### config.mk
export PLATFORM = sky130hd
export DESIGN_NAME = sr_cmd_seq
export DESIGN_NICKNAME = d
export VERILOG_FILES = /design/src/rtl/sr_cmd_seq.sv
export SDC_FILE = /design/constraint.sdc
export NUM_CORES = 1
export LEC_CHECK = 0
export CAP_MARGIN = 25
export CORE_MARGIN = 3
export CORE_UTILIZATION = 30
export CTS_BUF_LIST = sky130_fd_sc_hd__clkbuf_2 sky130_fd_sc_hd__clkbuf_4 sky130_fd_sc_hd__clkbuf_8
export DETAILED_ROUTE_END_ITERATION = 16
export GPL_ROUTABILITY_DRIVEN = 0
export PLACE_DENSITY = 0.54
export SYNTH_ARGS = -nofsm -noshare
export SYNTH_HDL_FRONTEND = slang
export SYNTH_SLANG_ARGS = --single-unit
### constraint.sdc
create_clock -name clk -period 3.53 [get_ports clk]
set_input_delay 0.5295 -clock clk [delete_from_list [all_inputs] [get_ports clk]]
set_output_delay 0.5295 -clock clk [all_outputs]
set_load 0.01 [all_outputs]
### src/rtl/sr_cmd_seq.sv
// Command FIFO feeding a pulse sequencer that drives the s/r inputs of a downstream SR stage.
// Define SR_CMD_SEQ_CONFIRM_EN to add q_fb confirmation (CHECK state, timeout, sticky err).
`timescale 1ns/1ps
module sr_cmd_seq #(
    parameter int DEPTH = 4,
    parameter int HOLD  = 2,
    parameter int TMO   = 8
) (
    input  logic                     clk,
    input  logic                     rst,
    input  logic                     cmd_valid,
    input  logic [1:0]               cmd_op,
    output logic                     cmd_ready,
    input  logic                     q_fb,
    output logic                     s,
    output logic                     r,
    output logic                     busy,
    output logic [$clog2(DEPTH):0]   level,
    output logic                     err
);

    localparam int AW = $clog2(DEPTH);
    localparam logic [AW:0] FULL   = (AW+1)'(DEPTH);
    localparam logic [3:0]  HOLD_C = 4'(HOLD);

    typedef enum logic [1:0] {
        OP_NOP = 2'b00,
        OP_SET = 2'b01,
        OP_RST = 2'b10,
        OP_TGL = 2'b11
    } op_t;

`ifdef SR_CMD_SEQ_CONFIRM_EN
    typedef enum logic [1:0] {IDLE, DRIVE, CHECK} state_t;
    localparam logic [7:0] TMO_LAST = 8'(TMO - 1);
    logic       expected;
    logic [7:0] tmo_cnt;
`else
    typedef enum logic [1:0] {IDLE, DRIVE} state_t;
`endif

    state_t       state;
    logic [1:0]   mem [DEPTH];
    logic [AW-1:0] wr_ptr;
    logic [AW-1:0] rd_ptr;
    logic [3:0]   hold_cnt;
    logic         push;
    logic         pop;
    op_t          head_op;

    assign cmd_ready = !rst && (level != FULL);
    assign push      = cmd_valid && cmd_ready;
    assign pop       = (state == IDLE) && (level != '0);
    assign head_op   = op_t'(mem[rd_ptr]);
    assign busy      = (state != IDLE) || (level != '0);

    // NOTE: the storage array has no reset; only pointers and level need one, and
    // keeping the array reset-free lets it map onto plain register/RAM cells.
    always_ff @(posedge clk) begin
        if (push) begin
            mem[wr_ptr] <= cmd_op;
        end
    end

    always_ff @(posedge clk) begin
        if (rst) begin
            wr_ptr <= '0;
            rd_ptr <= '0;
            level  <= '0;
        end else begin
            if (push) wr_ptr <= wr_ptr + 1'b1;
            if (pop)  rd_ptr <= rd_ptr + 1'b1;
            case ({push, pop})
                2'b10:   level <= level + 1'b1;
                2'b01:   level <= level - 1'b1;
                default: level <= level;
            endcase
        end
    end

    // The command is resolved against q_fb at the pop edge, so TOGGLE and NOP
    // see the stage value from before their own pulse.
    always_ff @(posedge clk) begin
        if (rst) begin
            state    <= IDLE;
            s        <= 1'b0;
            r        <= 1'b0;
            hold_cnt <= '0;
`ifdef SR_CMD_SEQ_CONFIRM_EN
            expected <= 1'b0;
            tmo_cnt  <= '0;
            err      <= 1'b0;
`endif
        end else begin
            case (state)
                IDLE: begin
                    if (level != '0) begin
                        state    <= DRIVE;
                        hold_cnt <= 4'd1;
                        case (head_op)
                            OP_SET: s <= 1'b1;
                            OP_RST: r <= 1'b1;
                            OP_TGL: begin
                                s <= !q_fb;
                                r <= q_fb;
                            end
                            default: begin
                                s <= 1'b0;
                                r <= 1'b0;
                            end
                        endcase
`ifdef SR_CMD_SEQ_CONFIRM_EN
                        case (head_op)
                            OP_SET:  expected <= 1'b1;
                            OP_RST:  expected <= 1'b0;
                            OP_TGL:  expected <= !q_fb;
                            default: expected <= q_fb;
                        endcase
`endif
                    end
                end
                DRIVE: begin
                    if (hold_cnt == HOLD_C) begin
                        s <= 1'b0;
                        r <= 1'b0;
`ifdef SR_CMD_SEQ_CONFIRM_EN
                        state   <= CHECK;
                        tmo_cnt <= '0;
`else
                        state   <= IDLE;
`endif
                    end else begin
                        hold_cnt <= hold_cnt + 1'b1;
                    end
                end
`ifdef SR_CMD_SEQ_CONFIRM_EN
                CHECK: begin
                    if (q_fb == expected) begin
                        state <= IDLE;
                    end else if (tmo_cnt == TMO_LAST) begin
                        err   <= 1'b1;
                        state <= IDLE;
                    end else begin
                        tmo_cnt <= tmo_cnt + 1'b1;
                    end
                end
`endif
                default: state <= IDLE;
            endcase
        end
    end

`ifndef SR_CMD_SEQ_CONFIRM_EN
    assign err = 1'b0;
`endif

endmodule
==> out/metrics.csv, run 1 <==
stage,metric,value,unit
routing,num_vias,737,
placed_design,portBuffers,12,
sta,finalCritPeriodShare,67.9,%
finish,regArea,561,um^2
clock_tree,clk_pin_slew,70,ps
logic_synthesis,synth-seq-cells,24,
routing,ant_nets,0,
global_route,grt_pass1_vias,767,
clock_tree,cts_tree,built,
worst_setup_path,worstPathRequired,3000,ps
clock_tree,cts_htree_levels,1,
power_and_ir_drop,p_sw_share,36.8,%
logic_synthesis,synth_top_area_share,28.6,%
sta,hold_viol,0,
routing,drtIter0Drc,12,
clock_tree,cts_resized,0,
clock_tree,cts_setup_buffers,0,
power_and_ir_drop,power_frac_seq,41.7,%
finish,fillers,352,
power_and_ir_drop,power_frac_clock,15.3,%
logic_synthesis,syn_avg_cell_area,10.9,um^2
die,io_pins,14,
die,die_w,67.1,um
logic_synthesis,syn-cell-area,1120,um^2
global_route,grt_max_degree,17,
logic_synthesis,synth_area_leaders,"dfxtp_1 29%, edfxtp_1 21%, ha_1 7.8%",
clock_tree,clkLatencyLatePin,260,ps
power_and_ir_drop,power.total,0.00100,W
worst_setup_path,startpoint_type,primary input,
worst_setup_path,crit_type,primary input to primary output,
routing,wirelength,1820,um
sta,fmax,0.417,GHz
power_and_ir_drop,p_sw,0.000368,W
placed_design,dp_hpwl,1360,um
logic_synthesis,async_flop_share,0,%
finish,n_antenna_cell,0,
routing,drt-vias-per-instance,4.55,
global_route,grt_overflow_total,0,
worst_setup_path,crit_path_end_kind,primary output,
finish,area_delta_synth_final,18.9,%
logic_synthesis,ys_types,34,
clock_tree,cts_buffers,3,
sta,fin_crit,2400,ps
worst_setup_path,critPathMaxFanout,16,
worst_setup_path,worst_ep_arrival_time,1870,ps
logic_synthesis,synth_most_common_cell,dfxtp_1,
clock_tree,clock-root-buffer,clkbuf_8,
global_route,grt_pass1_wl,3240,um
hold_path,hp-class,register to register,
logic_synthesis,ys_seq_area_share,50.1,%
sta,holdWs,460,ps
logic_synthesis,synth-edff-count,8,
sta,fin_setup_tns,0,ps
global_route,antenna_found_initial,0,
finish,final_util,38.3,%
finish,multi_input_area,505,um^2
die,dieArea,4500,um^2
finish,drive_gt1_share,11.2,%
sta,clock-skew-final,3.78,ps
clock_tree,clk_path_buf_depth,2,
routing,dr.pass1.iters,4,
placed_design,place_ws,995,ps
status,status,finished clean,
die,row_count,21,
die,die_y,67.1,um
logic_synthesis,syn_inst,103,
logic_synthesis,yosysWarningCount,0,
sta,maxSlewViolCount,0,
routing,drc_errors,0,
sta,worst_slack,1130,ps
power_and_ir_drop,internal-power,0.000631,W
sta,rsz0062_at_grt,no,
logic_synthesis,synth_largest_area_cell,dfxtp_1,
finish,nets,132,
clock_tree,clock-sinks,24,
routing,wl_per_cell,11.2,um
logic_synthesis,synth_common_cells,"16 x dfxtp_1, 10 x nor2_1, 8 x edfxtp_1, 8 x inv_1, 7 x ha_1",
logic_synthesis,synth_ff_type,dfxtp_1,
power_and_ir_drop,p_leak,0.488,nW
global_route,grt_use_total,9.64,%
die,core_area,3470,um^2
logic_synthesis,syn_nets,117,
power_and_ir_drop,powerDensity,752,nW/um^2
sta,report.final.setup_viol,0,
run,cap_violations,0,
clock_tree,hold_buffers,0,
power_and_ir_drop,vdd_ir_drop_max,0.329,mV
die,start_util,32.3,%
power_and_ir_drop,pwr-share-comb,43.0,%
stage by stage:
stage               area (um^2)  std cells
finish                     1330        162
global route               1330        162
CTS                        1330        162
detailed placement         1290        159
global placement           1290        159
floorplan                  1120        103
cell type report:
class,count,area share [%]
clock buffers,3,3.10
inverters,10,2.82
multi-input cells,66,38.0
flip-flops and latches,24,42.1
well taps,46,4.33
repair buffers,13,9.60
final timing paths:
check | startpoint | to | slack (ps) | cells after the start
worst max register to register | level[2]$_SDFFE_PP0P_ | level[2]$_SDFFE_PP0P_ | 1230 | 8
worst max-delay path | rst | cmd_ready | 1130 | 4
worst min-delay path | s$_SDFFE_PP0P_ | s$_SDFFE_PP0P_ | 460 | 2
worst min register to register | s$_SDFFE_PP0P_ | s$_SDFFE_PP0P_ | 460 | 2
cell families (layout without fill, tap and decap cells):
logic type / after synthesis / in the layout / share of synthesized area (%)
buffers and inverters: 13 / 26 / 4.70
DFF: 24 / 24 / 50.1
other: 1 / 1 / 0.335
xor gates and xnor gates: 7 / 7 / 5.48
muxes: 2 / 2 / 4.03
and+or+nand+nor: 34 / 34 / 16.7
adders and majority gates: 8 / 8 / 9.62
AOI/OAI and AO/OA: 14 / 14 / 9.06
critical path, stage by stage:
cell             delay [ps]
clkdlybuf4s50_1         450
buf_4                   220
a21oi_1                 120
clkdlybuf4s50_1         540
power groups by stage:
stage | Sequential (W) | Clock (W) | Combinational [W]
2_1_floorplan | 0.000420 | 0 | 0.000291
3_3_place_gp | 0.000421 | 0 | 0.000419
3_5_place_dp | 0.000424 | 0 | 0.000432
4_1_cts | 0.000418 | 0.000160 | 0.000437
5_1_grt | 0.000429 | 0.000170 | 0.000489
6_report | 0.000417 | 0.000153 | 0.000430
flip-flops by register name, indices dropped and copies added, names as in the netlist, named ones only:
name,flops
hold_cnt,4
level,3
mem,8
r,1
rd_ptr,2
s,1
state,1
wr_ptr,2
layout by cell type, fill, tap and decap left out, drive strengths merged, types with 4 or more instances in the layout:
cell type      netlist  layout
a21oi                4       4
and2                 4       4
clkdlybuf4s50        0      12
dfxtp               16      16
edfxtp               8       8
ha                   7       7
inv                 10      10
nand2                4       4
nor2                12      12
nor3                 6       6
o21ai                4       4
xor2                 4       4
metal layers:
layer,track usage (%),routed length [um],up-vias
met1,12.2,925,343
met5,0,0,-
li1,-,-,377
met3,3.54,86,2
met4,3.04,14,0
met2,15.1,791,15
No activity file was read; power rests on OpenSTA's default activity.
==> inputs of run 2 (changes only) <==
Settings changed: PLACE_DENSITY 0.54 to 0.56.
Clock period 3.53 ns to 1.9 ns, I/O delays scaled along.
==> run 2 against run 1 <==
  * The run now ends with setup timing left
  * Critical path type is now primary input to register
  * Clock power rose to 2.9 times the previous value
  * Combinational power increased by 140%
  * Power grew 130%
  * First-iteration DRC count grew to 2.7 times the previous value
==> out/metrics.csv, run 2 (same netlist as run 1, synthesis figures left out) <==
stage,metric,value,unit,change
sta,clock-skew-final,0.951,ps,was 3.78 ps
finish,mostFrequentLayoutCells,"13 x dfxtp_1, 11 x clkdlybuf4s50_1, 11 x buf_4",,"was 16 x dfxtp_1, 12 x clkdlybuf4s50_1, 10 x nor2_1"
sta,fin_crit,1900,ps,
finish,n_antenna_cell,0,,unchanged
routing,dr.pass1.iters,4,,unchanged
worst_setup_path,critPathMaxStageDelay,450,ps,was 540 ps
routing,drt-vias-per-instance,4.63,,was 4.55
routing,wl_per_cell,12.0,um,was 11.2 um
global_route,grt_use_total,10.8,%,was 9.64%
worst_setup_path,crit_path_end_kind,register,,was primary output
global_route,grt_max_degree,17,,unchanged
global_route,grt_overflow_total,0,,unchanged
placed_design,dp.cells,166,,was 159
sta,hold_viol,0,,unchanged
placed_design,postPlaceCellArea,1360,um^2,was 1290 um^2
finish,area_delta_synth_final,30.5,%,was 18.9%
routing,num_vias,801,,was 737
global_route,grt_pass1_wl,3660,um,was 3240 um
clock_tree,clkLatencyLatePin,270,ps,was 260 ps
sta,maxSlewViolCount,0,,unchanged
clock_tree,clk_pin_slew,80,ps,was 70 ps
global_route,grt-busiest-layer,met2,,unchanged
routing,drtIter0Drc,32,,was 12
placed_design,dp_hpwl,1540,um,was 1360 um
clock_tree,cts_buffers,3,,unchanged
power_and_ir_drop,powerDensity,1550,nW/um^2,was 752 nW/um^2
finish,largest-register,mem,,unchanged
power_and_ir_drop,p_leak,0.559,nW,was 0.488 nW
finish,nets,142,,was 132
sta,fin_setup_tns,-2.40,ps,was 0 ps
sta,report.final.setup_viol,1,,was 0
sta,rsz0062_at_grt,yes,,was no
hold_path,hp-class,register to register,,unchanged
finish,final_common_cell,dfxtp_1,,unchanged
routing,ant_nets,0,,unchanged
clock_tree,clock-root-buffer,clkbuf_8,,unchanged
die,core_area,3470,um^2,unchanged
die,dieArea,4500,um^2,unchanged
clock_tree,clk_path_buf_depth,2,,unchanged
finish,design_area,1460,um^2,was 1330 um^2
die,die_y,67.1,um,unchanged
die,row_count,21,,unchanged
sta,finalCritPeriodShare,100,%,
finish,drive_gt1_share,24.4,%,was 11.2%
finish,top_regs,"mem (8), hold_cnt (4), level (3)",,unchanged
placed_design,portBuffers,12,,unchanged
routing,wirelength,2080,um,was 1820 um
clock_tree,cts_tree,built,,unchanged
clock_tree,cts_htree_levels,1,,unchanged
finish,largest_register_ffs,8,,unchanged
die,start_util,32.3,%,unchanged
die,io_pins,14,,unchanged
worst_setup_path,critPathMaxFanout,2,,was 16
status,status,"finished, violations left",,was finished clean
worst_setup_path,cp_slowest_cell,clkdlybuf4s50_1,,unchanged
sta,fmax,0.526,GHz,
sta,worst_slack,-2.40,ps,was 1130 ps
global_route,grt_pass1_vias,828,,was 767
worst_setup_path,startpoint_type,primary input,,unchanged
global_route,grtUsageMet1,12.9,%,was 12.2%
global_route,globalRouteMet2Util,17.7,%,was 15.1%
global_route,antenna_found_initial,0,,unchanged
run,cap_violations,0,,unchanged
power_and_ir_drop,vdd_ir_drop_max,0.590,mV,was 0.329 mV
clock_tree,hold_buffers,0,,unchanged
worst_setup_path,crit_type,primary input to register,,was primary input to primary output
finish,fin_cells,173,,was 162
worst_setup_path,worst_ep_arrival_time,2100,ps,was 1870 ps
clock_tree,clock-sinks,24,,unchanged
placed_design,place_ws,-283,ps,was 995 ps
worst_setup_path,crit_chain,clkdlybuf4s50_1 -> inv_1 -> a211oi_4 -> inv_1 -> ha_2 -> buf_4 -> buf_4 -> xor2_1 -> or3_1 -> a21oi_1,,was clkdlybuf4s50_1 -> buf_4 -> a21oi_1 -> clkdlybuf4s50_1
status,violations,setup timing,,
sta,holdWs,466,ps,was 460 ps
routing,drc_errors,0,,unchanged
die,die_w,67.1,um,unchanged
global_route,grt_use_met3,2.70,%,was 3.54%
worst_setup_path,worstPathRequired,2100,ps,was 3000 ps
-- run 2: layout make-up --
class,count,area (um^2)
Clock buffer,3,41.3
Tap cell,46,57.6
Fill cell,356,2010
Clock inverter,1,30.0
Inverter,10,37.5
Multi-Input combinational cell,66,520
Timing Repair Buffer,23,201
Sequential cell,24,572
-- run 2: repair_timing --
| item | in CTS | in global routing |
|---|---|---|
| setup buffers | 1 | 2 |
| gates resized for setup | 2 | 1 |
| endpoints found under the setup margin | 2 | 2 |
| pin swaps | 0 | 3 |
| hold endpoints to repair | 0 | 0 |
-- run 2: final timing paths --
path                            cells after the start  slack [ps]                    end                   from
worst max-delay path                               10          -2  level[2]$_SDFFE_PP0P_              cmd_valid
worst min-delay path                                2         470         s$_SDFFE_PP0P_         s$_SDFFE_PP0P_
worst min register to register                      2         470         s$_SDFFE_PP0P_         s$_SDFFE_PP0P_
worst max register to register                      9          20  level[2]$_SDFFE_PP0P_  level[1]$_SDFFE_PP0P_
-- run 2: layer usage --
layer	vias up	part of all wire, %
met5	-	0
met4	0	1.6
met3	3	3.8
met2	18	50
met1	383	44
li1	397	-
-- run 2: power by group --
| group | internal [W] | switching, W |
|---|---|---|
| combinational | 0.000545 | 0.000495 |
| sequential | 0.000661 | 0.000120 |
| clock | 0.000282 | 0.000164 |
| total | 0.00149 | 0.000779 |
-- run 2: worst max-delay path: cells and delay by family --
| kind | cells | cell delay [ps] |
|---|---|---|
| AO/OA/AOI/OAI | 2 | 350 |
| XOR/XNOR | 1 | 160 |
| adder cells (fa/ha/maj) | 1 | 180 |
| buffers and inverters | 5 | 830 |
| AND/OR/NAND/NOR | 1 | 320 |
-- run 2: stage by stage --
| step | total power [W] | utilization [%] |
|---|---|---|
| 5_1_grt | 0.00244 | 42.1 |
| 6_report | 0.00227 | 42.1 |
| 4_1_cts | 0.00226 | 41.7 |
| 3_3_place_gp | 0.00173 | 39.3 |
| 2_1_floorplan | 0.00136 | - |
| 3_5_place_dp | 0.00177 | 39.3 |
==> inputs of run 3 (changes only) <==
Settings changed: CTS_BUF_LIST sky130_fd_sc_hd__clkbuf_2 sky130_fd_sc_hd__clkbuf_4 sky130_fd_sc_hd__clkbuf_8 to not set.
==> results of run 3 <==
Final layout, timing and power as in run 2 (identical DEF).
